File: config.mk
export PLATFORM = sky130hd
export DESIGN_NAME = dly_lane_programmer
export DESIGN_NICKNAME = d
export VERILOG_FILES = /design/src/rtl/dly_lane_programmer.sv
export SDC_FILE = /design/constraint.sdc
export NUM_CORES = 1
export LEC_CHECK = 0
export ABC_CLOCK_PERIOD_IN_PS = 4050
export BUFFER_PORTS_ARGS = -buffer_cell sky130_fd_sc_hd__clkbuf_2
export CAP_MARGIN = 20
export CELL_PAD_IN_SITES_DETAIL_PLACEMENT = 0
export CELL_PAD_IN_SITES_GLOBAL_PLACEMENT = 1
export CORE_MARGIN = 3
export CORE_UTILIZATION = 30
export CTS_CLUSTER_DIAMETER = 80
export DETAILED_ROUTE_END_ITERATION = 10
export PLACE_DENSITY = 0.6
export SLEW_MARGIN = 20
export SYNTH_ARGS = -nofsm -noshare
export SYNTH_HDL_FRONTEND = slang
export SYNTH_SLANG_ARGS = --single-unit
export TNS_END_PERCENT = 30
File: constraint.sdc
create_clock -name clk_div -period 4.05 [get_ports clk_div]
set_input_delay 0.2025 -clock clk_div [delete_from_list [all_inputs] [get_ports clk_div]]
set_output_delay 0.2025 -clock clk_div [all_outputs]
set_load 0.1 [all_outputs]
File: src/rtl/dly_lane_programmer.sv
// Byte-lane delay-load initiator.
// Streams a 32x8 delay table into one lane, then pulses set.
module dly_lane_programmer #(
  parameter int NUM_LANES = 2,
  parameter int LD_GAP    = 0,
  parameter int SET_DLY   = 2,
  localparam int LSW = (NUM_LANES > 1) ? $clog2(NUM_LANES) : 1
) (
  input  logic                 clk_div,
  input  logic                 rst_n,
  input  logic                 tbl_we,
  input  logic [4:0]           tbl_addr,
  input  logic [7:0]           tbl_data,
  input  logic                 start,
  input  logic                 run_all,
  input  logic [LSW-1:0]       lane_sel,
  output logic                 busy,
  output logic                 done,
  output logic                 wr_reject,
  output logic [7:0]           dly_data,
  output logic [4:0]           dly_addr,
  output logic [NUM_LANES-1:0] ld_delay,
  output logic                 set
);

  typedef enum logic [2:0] {
    S_IDLE,
    S_SCAN,
    S_GAP,
    S_SETW,
    S_SET
  } state_t;

  localparam logic [3:0] GAP_LD =
    4'(LD_GAP > 0 ? LD_GAP - 1 : 0);
  localparam logic [3:0] SET_LD =
    4'(SET_DLY > 0 ? SET_DLY - 1 : 0);

  state_t state_q, state_d;
  logic [5:0] ptr_q, ptr_d;
  logic [3:0] cnt_q, cnt_d;
  logic       all_q, all_d;
  logic [LSW-1:0] lane_q, lane_d;

  logic [7:0]  tbl_q [32];
  logic [31:0] dirty_q;

  logic [4:0] idx;
  logic       hit;
  logic       clr;
  logic       wr_ok;
  logic       rej_d;

  logic [NUM_LANES-1:0] ld_d;
  logic [7:0] data_d;
  logic [4:0] addr_d;
  logic       set_d;
  logic       done_d;
  logic       busy_d;

  state_t     end_st;
  logic [3:0] end_cnt;

  function automatic logic valid_addr(
    input logic [4:0] a
  );
    return (a <= 5'd9) ||
           ((a >= 5'd16) && (a <= 5'd24));
  endfunction

  assign idx   = ptr_q[4:0];
  assign wr_ok = tbl_we &&
                 (state_q == S_IDLE) && !start;
  assign rej_d = tbl_we && !wr_ok;

  // Where to go once the whole table has been scanned.
  always_comb begin
    end_st  = (SET_DLY > 0) ? S_SETW : S_SET;
    end_cnt = SET_LD;
  end

  // Next-state and next-output logic for the load sequencer.
  always_comb begin
    state_d = state_q;
    ptr_d   = ptr_q;
    cnt_d   = cnt_q;
    all_d   = all_q;
    lane_d  = lane_q;
    ld_d    = '0;
    data_d  = dly_data;
    addr_d  = dly_addr;
    set_d   = 1'b0;
    done_d  = 1'b0;
    busy_d  = busy;
    clr     = 1'b0;
    hit     = 1'b0;
    unique case (state_q)
      S_IDLE: begin
        busy_d = 1'b0;
        if (start) begin
          all_d   = run_all;
          lane_d  = lane_sel;
          ptr_d   = '0;
          busy_d  = 1'b1;
          state_d = S_SCAN;
        end
      end
      S_SCAN: begin
        hit = valid_addr(idx) &&
              (all_q || dirty_q[idx]);
        ptr_d = ptr_q + 6'd1;
        if (hit) begin
          for (int i = 0; i < NUM_LANES; i++)
            ld_d[i] = (lane_q == LSW'(i));
          addr_d = idx;
          data_d = tbl_q[idx];
          clr    = 1'b1;
        end
        if (hit && (LD_GAP > 0)) begin
          state_d = S_GAP;
          cnt_d   = GAP_LD;
        end else if (idx == 5'd31) begin
          state_d = end_st;
          cnt_d   = end_cnt;
        end
      end
      S_GAP: begin
        if (cnt_q != 4'd0) begin
          cnt_d = cnt_q - 4'd1;
        end else if (ptr_q[5]) begin
          state_d = end_st;
          cnt_d   = end_cnt;
        end else begin
          state_d = S_SCAN;
        end
      end
      S_SETW: begin
        if (cnt_q != 4'd0)
          cnt_d = cnt_q - 4'd1;
        else
          state_d = S_SET;
      end
      S_SET: begin
        set_d   = 1'b1;
        done_d  = 1'b1;
        busy_d  = 1'b0;
        state_d = S_IDLE;
      end
      default: state_d = S_IDLE;
    endcase
  end

  // Sequencer state and registered outputs.
  always_ff @(posedge clk_div or negedge rst_n) begin
    if (!rst_n) begin
      state_q   <= S_IDLE;
      ptr_q     <= '0;
      cnt_q     <= '0;
      all_q     <= 1'b0;
      lane_q    <= '0;
      busy      <= 1'b0;
      done      <= 1'b0;
      wr_reject <= 1'b0;
      dly_data  <= '0;
      dly_addr  <= '0;
      ld_delay  <= '0;
      set       <= 1'b0;
    end else begin
      state_q   <= state_d;
      ptr_q     <= ptr_d;
      cnt_q     <= cnt_d;
      all_q     <= all_d;
      lane_q    <= lane_d;
      busy      <= busy_d;
      done      <= done_d;
      wr_reject <= rej_d;
      dly_data  <= data_d;
      dly_addr  <= addr_d;
      ld_delay  <= ld_d;
      set       <= set_d;
    end
  end

  // Delay table and dirty tracking; writes only land while idle.
  always_ff @(posedge clk_div or negedge rst_n) begin
    if (!rst_n) begin
      for (int i = 0; i < 32; i++)
        tbl_q[i] <= '0;
      dirty_q <= '0;
    end else begin
      if (wr_ok) begin
        tbl_q[tbl_addr]   <= tbl_data;
        dirty_q[tbl_addr] <= valid_addr(tbl_addr);
      end
      if (clr)
        dirty_q[idx] <= 1'b0;
    end
  end

endmodule

==> results of run 1 <==
[how the worst max path moves through the flow]
stage / start / end / slack (ns)
finish: ptr_q[1] / dirty_q[10] / 0.84
global route: ptr_q[1] / dirty_q[11] / 0.72
CTS: ptr_q[0] / dly_data[0] / 0.88
detailed placement: ptr_q[0] / dly_data[0] / 0.88
global placement: ptr_q[0] / dly_data[0] / 0.86
floorplan: ptr_q[0] / dly_addr[2] / 1.20
[flip-flops by register name (all words and copies together), names as in the netlist]
signal	flops
dly_addr	5
cnt_q	4
lane_q	1
state_q	3
set	1
busy	1
tbl_q	256
wr_reject	1
dly_data	8
ld_delay	2
ptr_q	6
all_q	1
dirty_q	32
[synthesized netlist by cell type (7+ instances only)]
cell type	count
sky130_fd_sc_hd__dfrtp_1	321
sky130_fd_sc_hd__o22ai_1	48
sky130_fd_sc_hd__mux2i_1	111
sky130_fd_sc_hd__a31oi_1	7
sky130_fd_sc_hd__nand3_1	15
sky130_fd_sc_hd__nor2_2	15
sky130_fd_sc_hd__nand2_1	29
sky130_fd_sc_hd__a211oi_1	7
sky130_fd_sc_hd__nand2b_1	13
sky130_fd_sc_hd__nor2b_1	11
sky130_fd_sc_hd__nor2_1	35
sky130_fd_sc_hd__o21ai_0	7
sky130_fd_sc_hd__nor4_1	9
sky130_fd_sc_hd__inv_1	13
sky130_fd_sc_hd__mux4_2	16
sky130_fd_sc_hd__mux2_2	263
sky130_fd_sc_hd__o32a_1	14
sky130_fd_sc_hd__buf_2	21
sky130_fd_sc_hd__clkbuf_1	44
sky130_fd_sc_hd__mux2_4	8
[layout make-up]
cell class	count	area share, %
Sequential cell	321	46.9
Inverter	13	0.285
Tap cell	656	4.79
Clock buffer	59	6.72
Clock inverter	10	0.731
Timing Repair Buffer	72	2.95
Multi-Input combinational cell	688	37.6
[report_power, final]
group          internal [mW]  switching (mW)  total, mW
Clock                   2.09            1.36       3.44
Sequential              3.78           0.472       4.26
Combinational           1.21            1.79       3.00
[worst max-delay path: cells and delay by family (launching register included)]
family	cells	cell delay (ns)
DFF	1	0.68
and+or+nand+nor	3	1.25
AOI/OAI and AO/OA	3	0.80
buffers and inverters	1	0.30
[cells by family after synthesis]
group                      count (synthesis)
muxes                                    399
adders and majority gates                  6
and+or+nand+nor                          173
buffers and inverters                     85
xor gates and xnor gates                   2
DFF                                      321
AOI/OAI and AO/OA                        108
[through the flow]
stage / util [%] / instance area (sq um) / power, mW / setup slack, ns / instances
global route: 35.4 / 17100 / 11.2 / 0.716 / 1819
detailed placement: 32.7 / 15800 / 7.31 / 0.878 / 1746
global placement: 32.7 / 15800 / 7.28 / 0.861 / 1746
floorplan: - / 14800 / 6.45 / 1.20 / 1094
CTS: 35.4 / 17100 / 10.8 / 0.877 / 1819
finish: 35.4 / 17100 / 10.7 / 0.845 / 1819
[timing repair]
item,4_1_cts,5_1_grt
setup buffers,0,0
hold endpoints to repair,103,0
gates resized for setup,0,0
hold buffers,4,0
[per-layer routing]
metal	share of wire, %	track usage (%)	up-vias
met5	0	0	-
met4	2.7	5.21	0
met3	3.5	2.58	63
met2	46	25.5	170
met1	48	22.5	4932
li1	-	-	4111
==> impl_metrics.prom, run 1 <==
# TYPE chip_impl_metric gauge
chip_impl_metric{name="arrival",unit="ns"} 3.57
chip_impl_metric{name="synth-adder-area-share",unit="%"} 0.506
chip_impl_metric{name="number_of_levels_in_the_clock_h_tree",unit=""} 2
chip_impl_info{name="rsz0062_at_grt",value="false"} 1
chip_impl_metric{name="gpl.final_weighted_congestion",unit=""} 0.855
chip_impl_metric{name="worst_setup_hold_path_clk_slew",unit="ns"} 0.06
chip_impl_metric{name="globalRouteTotalUtil",unit="%"} 16.1
chip_impl_info{name="outcome",value="completed"} 1
chip_impl_info{name="final_common_cell",value="sky130_fd_sc_hd__dfrtp_1"} 1
chip_impl_info{name="clock-root-buffer",value="sky130_fd_sc_hd__clkbuf_16"} 1
chip_impl_metric{name="fin_worst_hold_slack",unit="ns"} 0.0337
chip_impl_metric{name="cts_inserted_buffers",unit=""} 38
chip_impl_metric{name="floorplan.die.width",unit="um"} 228
chip_impl_metric{name="finalCriticalPeriod",unit="ns"} 3.21
chip_impl_metric{name="detail_route.vias_per_cell",unit=""} 5.10
chip_impl_metric{name="maxCapViolations",unit=""} 0
chip_impl_metric{name="number_of_enable_flip_flop_cells_after_synthesis",unit=""} 0
chip_impl_info{name="largest_family_of_logic_cells_by_synthesized_area",value="multiplexers"} 1
chip_impl_metric{name="wl",unit="mm"} 41.6
chip_impl_info{name="reg2reg_to",value="dirty_q[10]"} 1
chip_impl_metric{name="worst-r2r-setup-slack",unit="ns"} 0.84
chip_impl_metric{name="leakage",unit="nW"} 7.97
chip_impl_metric{name="floorplan.io_pins",unit=""} 38
chip_impl_metric{name="final_number_of_max_transition_violations",unit=""} 0
chip_impl_metric{name="final_min_period_over_clock_period",unit="%"} 79.1
chip_impl_metric{name="crit_fanout",unit=""} 17
chip_impl_metric{name="vias",unit=""} 9276
chip_impl_metric{name="yosys_warnings",unit=""} 0
chip_impl_metric{name="ctsLongestPathBuffers",unit=""} 3
chip_impl_metric{name="drive_above_1_share",unit="%"} 38.4
chip_impl_metric{name="largest_net_degree_at_the_start_of_global_routing",unit=""} 105
chip_impl_info{name="tritoncts",value="built"} 1
chip_impl_info{name="layout.cells.most_common_list",value="sky130_fd_sc_hd__dfrtp_1, sky130_fd_sc_hd__mux2_2, sky130_fd_sc_hd__mux2i_1"} 1
chip_impl_metric{name="cts_num_sinks",unit=""} 321
chip_impl_metric{name="antenna_left",unit=""} 0
chip_impl_metric{name="floorplan.die.height",unit="um"} 228
chip_impl_metric{name="fillers",unit=""} 4702
chip_impl_metric{name="vdd_ir_drop_max",unit="mV"} 0.279
chip_impl_info{name="critPathCaptureType",value="flop"} 1
chip_impl_metric{name="cp.required",unit="ns"} 4.42
chip_impl_info{name="path_common_cell",value="sky130_fd_sc_hd__nor3_2"} 1
chip_impl_metric{name="grt_overflow",unit=""} 0
chip_impl_info{name="start_kind",value="flop"} 1
chip_impl_metric{name="tightest_slew",unit="ns"} 1.07
chip_impl_metric{name="final-seq-area",unit="sq um"} 8040
chip_impl_metric{name="placement_rows",unit=""} 80
chip_impl_metric{name="max_slew_margin",unit="%"} 28.1
chip_impl_metric{name="post_synth_instance_area",unit="sq um"} 14800
chip_impl_metric{name="first_global_vias",unit=""} 9766
chip_impl_metric{name="critPathMaxStageDelay",unit="ns"} 0.68
chip_impl_metric{name="ys_types",unit=""} 61
chip_impl_metric{name="num-nets-final",unit=""} 1159
chip_impl_metric{name="antenna_cells",unit=""} 0
chip_impl_metric{name="ys_seq_elements",unit=""} 321
chip_impl_info{name="biggest_area_contributors_in_the_synthesized_netlist",value="sky130_fd_sc_hd__dfrtp_1, sky130_fd_sc_hd__mux2_2, sky130_fd_sc_hd__mux2i_1, sky130_fd_sc_hd__mux4_2, sky130_fd_sc_hd__o22ai_1"} 1
chip_impl_metric{name="synth-xor-area-share",unit="%"} 0.118
chip_impl_metric{name="fp.coreArea",unit="sq um"} 48300
chip_impl_metric{name="detail_route.drc_violations",unit=""} 0
chip_impl_info{name="timing.critical_path.slowest_stage_cell",value="sky130_fd_sc_hd__dfrtp_1"} 1
chip_impl_metric{name="post-dp-hpwl",unit="mm"} 27.9
chip_impl_info{name="postSynth.topFlopCell",value="sky130_fd_sc_hd__dfrtp_1"} 1
chip_impl_info{name="hp_start",value="start"} 1
chip_impl_metric{name="reg2reg_depth",unit=""} 7
chip_impl_metric{name="timing_limited_maximum_frequency",unit="MHz"} 312
chip_impl_metric{name="synth.net_count",unit=""} 1119
chip_impl_metric{name="ys_async_sr_fraction",unit="%"} 100
chip_impl_info{name="worst_hold_path_type",value="in2reg"} 1
chip_impl_metric{name="layout-area-overhead-vs-synth",unit="%"} 15.3
chip_impl_metric{name="pwr_density_cell",unit="nW/um^2"} 625
chip_impl_metric{name="synth_compound_area_share",unit="%"} 5.32
chip_impl_metric{name="fin_setup_tns",unit="ns"} 0
chip_impl_metric{name="final_worst_clock_skew",unit="ns"} 0.0210
chip_impl_metric{name="multi_input_area",unit="sq um"} 6440
chip_impl_info{name="min_delay_worst_endpoint",value="wr_reject"} 1
chip_impl_metric{name="synth.mux.area_fraction",unit="%"} 30.7
chip_impl_metric{name="post_synth.cell_area_avg",unit="sq um"} 13.6
chip_impl_metric{name="synth-simple-area-share",unit="%"} 6.67
chip_impl_metric{name="design.die.area",unit="sq um"} 52200
chip_impl_metric{name="wire_length_of_the_first_global_routing_pass",unit="mm"} 64.3
chip_impl_metric{name="number_of_antenna_violations_at_the_first_check_in_global_routing",unit=""} 0
chip_impl_metric{name="syn_inst",unit=""} 1094
chip_impl_metric{name="portBuffers",unit=""} 37
chip_impl_info{name="setup.worst_path.class",value="reg2reg"} 1
chip_impl_metric{name="initial_utilization",unit="%"} 30.7
chip_impl_info{name="worstReg2RegStart",value="ptr_q[1]"} 1
chip_impl_metric{name="finalSetupViolCount",unit=""} 0
chip_impl_metric{name="drt_first_iter_violations",unit=""} 593
chip_impl_metric{name="synth_sequential_area_ratio",unit="%"} 54.1
chip_impl_metric{name="post_drt_wl_per_cell",unit="um"} 22.9
chip_impl_metric{name="clock_latency",unit="ns"} 0.55
chip_impl_metric{name="synthDominantCellAreaShare",unit="%"} 54.1
chip_impl_metric{name="hold_path_depth",unit=""} 3
chip_impl_metric{name="detailedRoute.firstPassIterationCount",unit=""} 5
chip_impl_metric{name="final_hold_viol_count",unit=""} 0
chip_impl_info{name="post-synth-top-area-cell",value="sky130_fd_sc_hd__dfrtp_1"} 1
chip_impl_info{name="worstPathCellList",value="buf_4, nand4bb_1, o22ai_1, a2111o_1, nor3_2, nor3_2, a311oi_1"} 1
Note: power is estimated with default switching activity, not from simulation.
==> run 2: changes to the inputs <==
--- a/config.mk
+++ b/config.mk
@@ -5,7 +5,7 @@
 export SDC_FILE = /design/constraint.sdc
 export NUM_CORES = 1
 export LEC_CHECK = 0
-export ABC_CLOCK_PERIOD_IN_PS = 4050
+export ABC_CLOCK_PERIOD_IN_PS = 3300
 export BUFFER_PORTS_ARGS = -buffer_cell sky130_fd_sc_hd__clkbuf_2
 export CAP_MARGIN = 20
 export CELL_PAD_IN_SITES_DETAIL_PLACEMENT = 0
==> constraint.sdc (replaced) <==
create_clock -name clk_div -period 3.3 [get_ports clk_div]
set_input_delay 0.165 -clock clk_div [delete_from_list [all_inputs] [get_ports clk_div]]
set_output_delay 0.165 -clock clk_div [all_outputs]
set_load 0.1 [all_outputs]
==> impl_metrics.prom, run 2 (synthesis gave the netlist of run 1 again) <==
# TYPE chip_impl_metric gauge
chip_impl_info{name="outcome",value="completed"} 1
chip_impl_metric{name="floorplan.die.width",unit="um"} 228
chip_impl_metric{name="drt_first_iter_violations",unit=""} 618
chip_impl_metric{name="final_hold_viol_count",unit=""} 0
chip_impl_metric{name="wire_length_of_the_first_global_routing_pass",unit="mm"} 65.1
chip_impl_metric{name="critPathMaxStageDelay",unit="ns"} 0.60
chip_impl_metric{name="fillers",unit=""} 4714
chip_impl_metric{name="fin_setup_tns",unit="ns"} 0
chip_impl_metric{name="worst-r2r-setup-slack",unit="ns"} 0.37
chip_impl_metric{name="wl",unit="mm"} 41.8
chip_impl_info{name="final_common_cell",value="sky130_fd_sc_hd__dfrtp_1"} 1
chip_impl_metric{name="max_slew_margin",unit="%"} 40.9
chip_impl_info{name="start_kind",value="flop"} 1
chip_impl_metric{name="layout-area-overhead-vs-synth",unit="%"} 16.4
chip_impl_metric{name="power.net_switching",unit="mW"} 4.43
chip_impl_metric{name="drive_above_1_share",unit="%"} 39.3
chip_impl_metric{name="gpl.final_weighted_congestion",unit=""} 0.807
chip_impl_metric{name="finalSetupViolCount",unit=""} 0
chip_impl_metric{name="design.die.area",unit="sq um"} 52200
chip_impl_info{name="worst_hold_path_type",value="in2reg"} 1
chip_impl_metric{name="largest_net_degree_at_the_start_of_global_routing",unit=""} 101
chip_impl_metric{name="tightest_slew",unit="ns"} 0.886
chip_impl_metric{name="post-dp-hpwl",unit="mm"} 28.3
chip_impl_metric{name="pwr_density_cell",unit="nW/um^2"} 759
chip_impl_info{name="setup.worst_path.class",value="reg2reg"} 1
chip_impl_info{name="critPathCaptureType",value="flop"} 1
chip_impl_metric{name="crit_fanout",unit=""} 13
chip_impl_metric{name="largest_register_ffs",unit=""} 256
chip_impl_info{name="clock-root-buffer",value="sky130_fd_sc_hd__clkbuf_16"} 1
chip_impl_metric{name="detail_route.vias_per_cell",unit=""} 5.09
chip_impl_metric{name="comb_power_share",unit="%"} 29.0
chip_impl_metric{name="number_of_levels_in_the_clock_h_tree",unit=""} 2
chip_impl_metric{name="cts_post_setup_buffers_inserted",unit=""} 0
chip_impl_metric{name="antenna_cells",unit=""} 0
chip_impl_metric{name="detailedRoute.firstPassIterationCount",unit=""} 4
chip_impl_metric{name="switching_share",unit="%"} 33.7
chip_impl_info{name="layout.cells.most_common_list",value="sky130_fd_sc_hd__dfrtp_1, sky130_fd_sc_hd__mux2_2, sky130_fd_sc_hd__mux2i_1"} 1
chip_impl_metric{name="worst_setup_hold_path_clk_slew",unit="ns"} 0.05
chip_impl_metric{name="maxCapViolations",unit=""} 0
chip_impl_metric{name="power.clock.fraction",unit="%"} 31.5
chip_impl_metric{name="grt_overflow",unit=""} 0
chip_impl_metric{name="num-nets-final",unit=""} 1186
chip_impl_metric{name="clock_latency",unit="ns"} 0.55
chip_impl_metric{name="cts_num_sinks",unit=""} 321
chip_impl_info{name="tritoncts",value="built"} 1
chip_impl_metric{name="initial_utilization",unit="%"} 30.7
chip_impl_metric{name="finalCriticalPeriod",unit="ns"} 2.93
chip_impl_metric{name="final_number_of_max_transition_violations",unit=""} 0
chip_impl_metric{name="ctsLongestPathBuffers",unit=""} 3
chip_impl_metric{name="cp.required",unit="ns"} 3.73
chip_impl_metric{name="arrival",unit="ns"} 3.35
chip_impl_metric{name="floorplan.io_pins",unit=""} 38
chip_impl_info{name="worstPathCellList",value="nor4_4, nand3b_2, or3b_1, nor2_2, mux2_2"} 1
chip_impl_metric{name="first_global_vias",unit=""} 9783
chip_impl_metric{name="final_worst_clock_skew",unit="ns"} 0.0125
chip_impl_metric{name="fp.coreArea",unit="sq um"} 48300
chip_impl_metric{name="quantity_of_gates_resized_following_cts",unit=""} 0
chip_impl_metric{name="detail_route.drc_violations",unit=""} 0
chip_impl_metric{name="post_drt_wl_per_cell",unit="um"} 22.7
chip_impl_metric{name="final_min_period_over_clock_period",unit="%"} 88.7
chip_impl_metric{name="placement_rows",unit=""} 80
chip_impl_metric{name="internal_power",unit="mW"} 8.70
chip_impl_info{name="largestRegisters",value="tbl_q x256, dirty_q x32, dly_data x8"} 1
chip_impl_metric{name="floorplan.die.height",unit="um"} 228
chip_impl_metric{name="vdd_ir_drop_max",unit="mV"} 0.349
chip_impl_metric{name="number_of_antenna_violations_at_the_first_check_in_global_routing",unit=""} 0
chip_impl_metric{name="globalRouteTotalUtil",unit="%"} 16.2
chip_impl_metric{name="cts_inserted_buffers",unit=""} 39
chip_impl_metric{name="portBuffers",unit=""} 37
chip_impl_metric{name="seq_power_share",unit="%"} 39.5
chip_impl_info{name="timing.critical_path.slowest_stage_cell",value="sky130_fd_sc_hd__nor2_2"} 1
chip_impl_metric{name="antenna_left",unit=""} 0
chip_impl_metric{name="vias",unit=""} 9369
chip_impl_info{name="max_flop_register",value="tbl_q"} 1
chip_impl_metric{name="fin_worst_hold_slack",unit="ns"} 0.0820
chip_impl_metric{name="leakage",unit="nW"} 8.07
chip_impl_info{name="rsz0062_at_grt",value="false"} 1
chip_impl_metric{name="timing_limited_maximum_frequency",unit="MHz"} 342
## run 2: cell count changes in the layout (fill, tap and decap cells not counted)
cell                            change
sky130_fd_sc_hd__buf_4             +22
sky130_fd_sc_hd__buf_12             +3
sky130_fd_sc_hd__clkbuf_8           -3
sky130_fd_sc_hd__clkinv_2           -3
sky130_fd_sc_hd__clkbuf_1           +2
sky130_fd_sc_hd__clkinv_8           -2
sky130_fd_sc_hd__inv_6              +2
sky130_fd_sc_hd__clkinvlp_4         -1
sky130_fd_sc_hd__dlygate4sd3_1      +1
## run 2: metal layers
layer | share of wire, % | GRT usage [%]
met1 | 48 | 23.2
met4 | 1.6 | 3.65
met2 | 46 | 26.1
met3 | 3.9 | 2.41
met5 | 0 | 0
## run 2: repair_timing
item                                    in CTS  in global routing
endpoints found under the setup margin       0                  0
hold buffers                                 5                  0
hold endpoints to repair                    97                  0
## run 2: through the flow
| stage | worst slack, ns | util [%] | total power, mW | instance area, sq um | cells |
|---|---|---|---|---|---|
| 2_1_floorplan | 0.454 | - | 7.91 | 14800 | 1094 |
| 3_3_place_gp | 0.379 | 33.2 | 9.04 | 16000 | 1771 |
| 3_5_place_dp | 0.353 | 33.2 | 9.08 | 16000 | 1771 |
| 4_1_cts | 0.354 | 35.8 | 13.3 | 17300 | 1840 |
| 5_1_grt | 0.176 | 35.8 | 13.8 | 17300 | 1840 |
| 6_report | 0.373 | 35.8 | 13.1 | 17300 | 1840 |
## run 2: area by class of cell
type,instances,area [sq um],area share (%)
clock inverter,6,87.6,0.507
tap,656,821,4.75
multi-input combinational,688,6440,37.2
timing repair buffer,98,741,4.28
inverter,13,48.8,0.282
sequential,321,8040,46.5
clock buffer,58,1120,6.46
## run 2: worst max-delay path: cells and delay by family (launching register included)
family,cells,cell delay [ns]
simple gates,4,1.86
mux,1,0.41
flops,1,0.53
## run 2: power groups by stage
| stage | clock network [mW] | registers (mW) | logic [mW] |
|---|---|---|---|
| 2_1_floorplan | 0 | 5.41 | 2.50 |
| 3_3_place_gp | 0 | 5.23 | 3.80 |
| 3_5_place_dp | 0 | 5.26 | 3.82 |
| 4_1_cts | 4.25 | 5.19 | 3.84 |
| 5_1_grt | 4.41 | 5.28 | 4.09 |
| 6_report | 4.13 | 5.19 | 3.81 |
## run 2: final timing paths
path,startpoint,end,cells after the start
setup / recovery,state_q[0],tbl_q[116],5
hold / removal,tbl_addr[0],dirty_q[24],4
max in group asynchronous,rst_n,tbl_q[19],3
setup reg to reg,state_q[0],tbl_q[116],5
min in group asynchronous,rst_n,tbl_q[160],2
hold reg to reg,lane_q,ld_delay[0],1
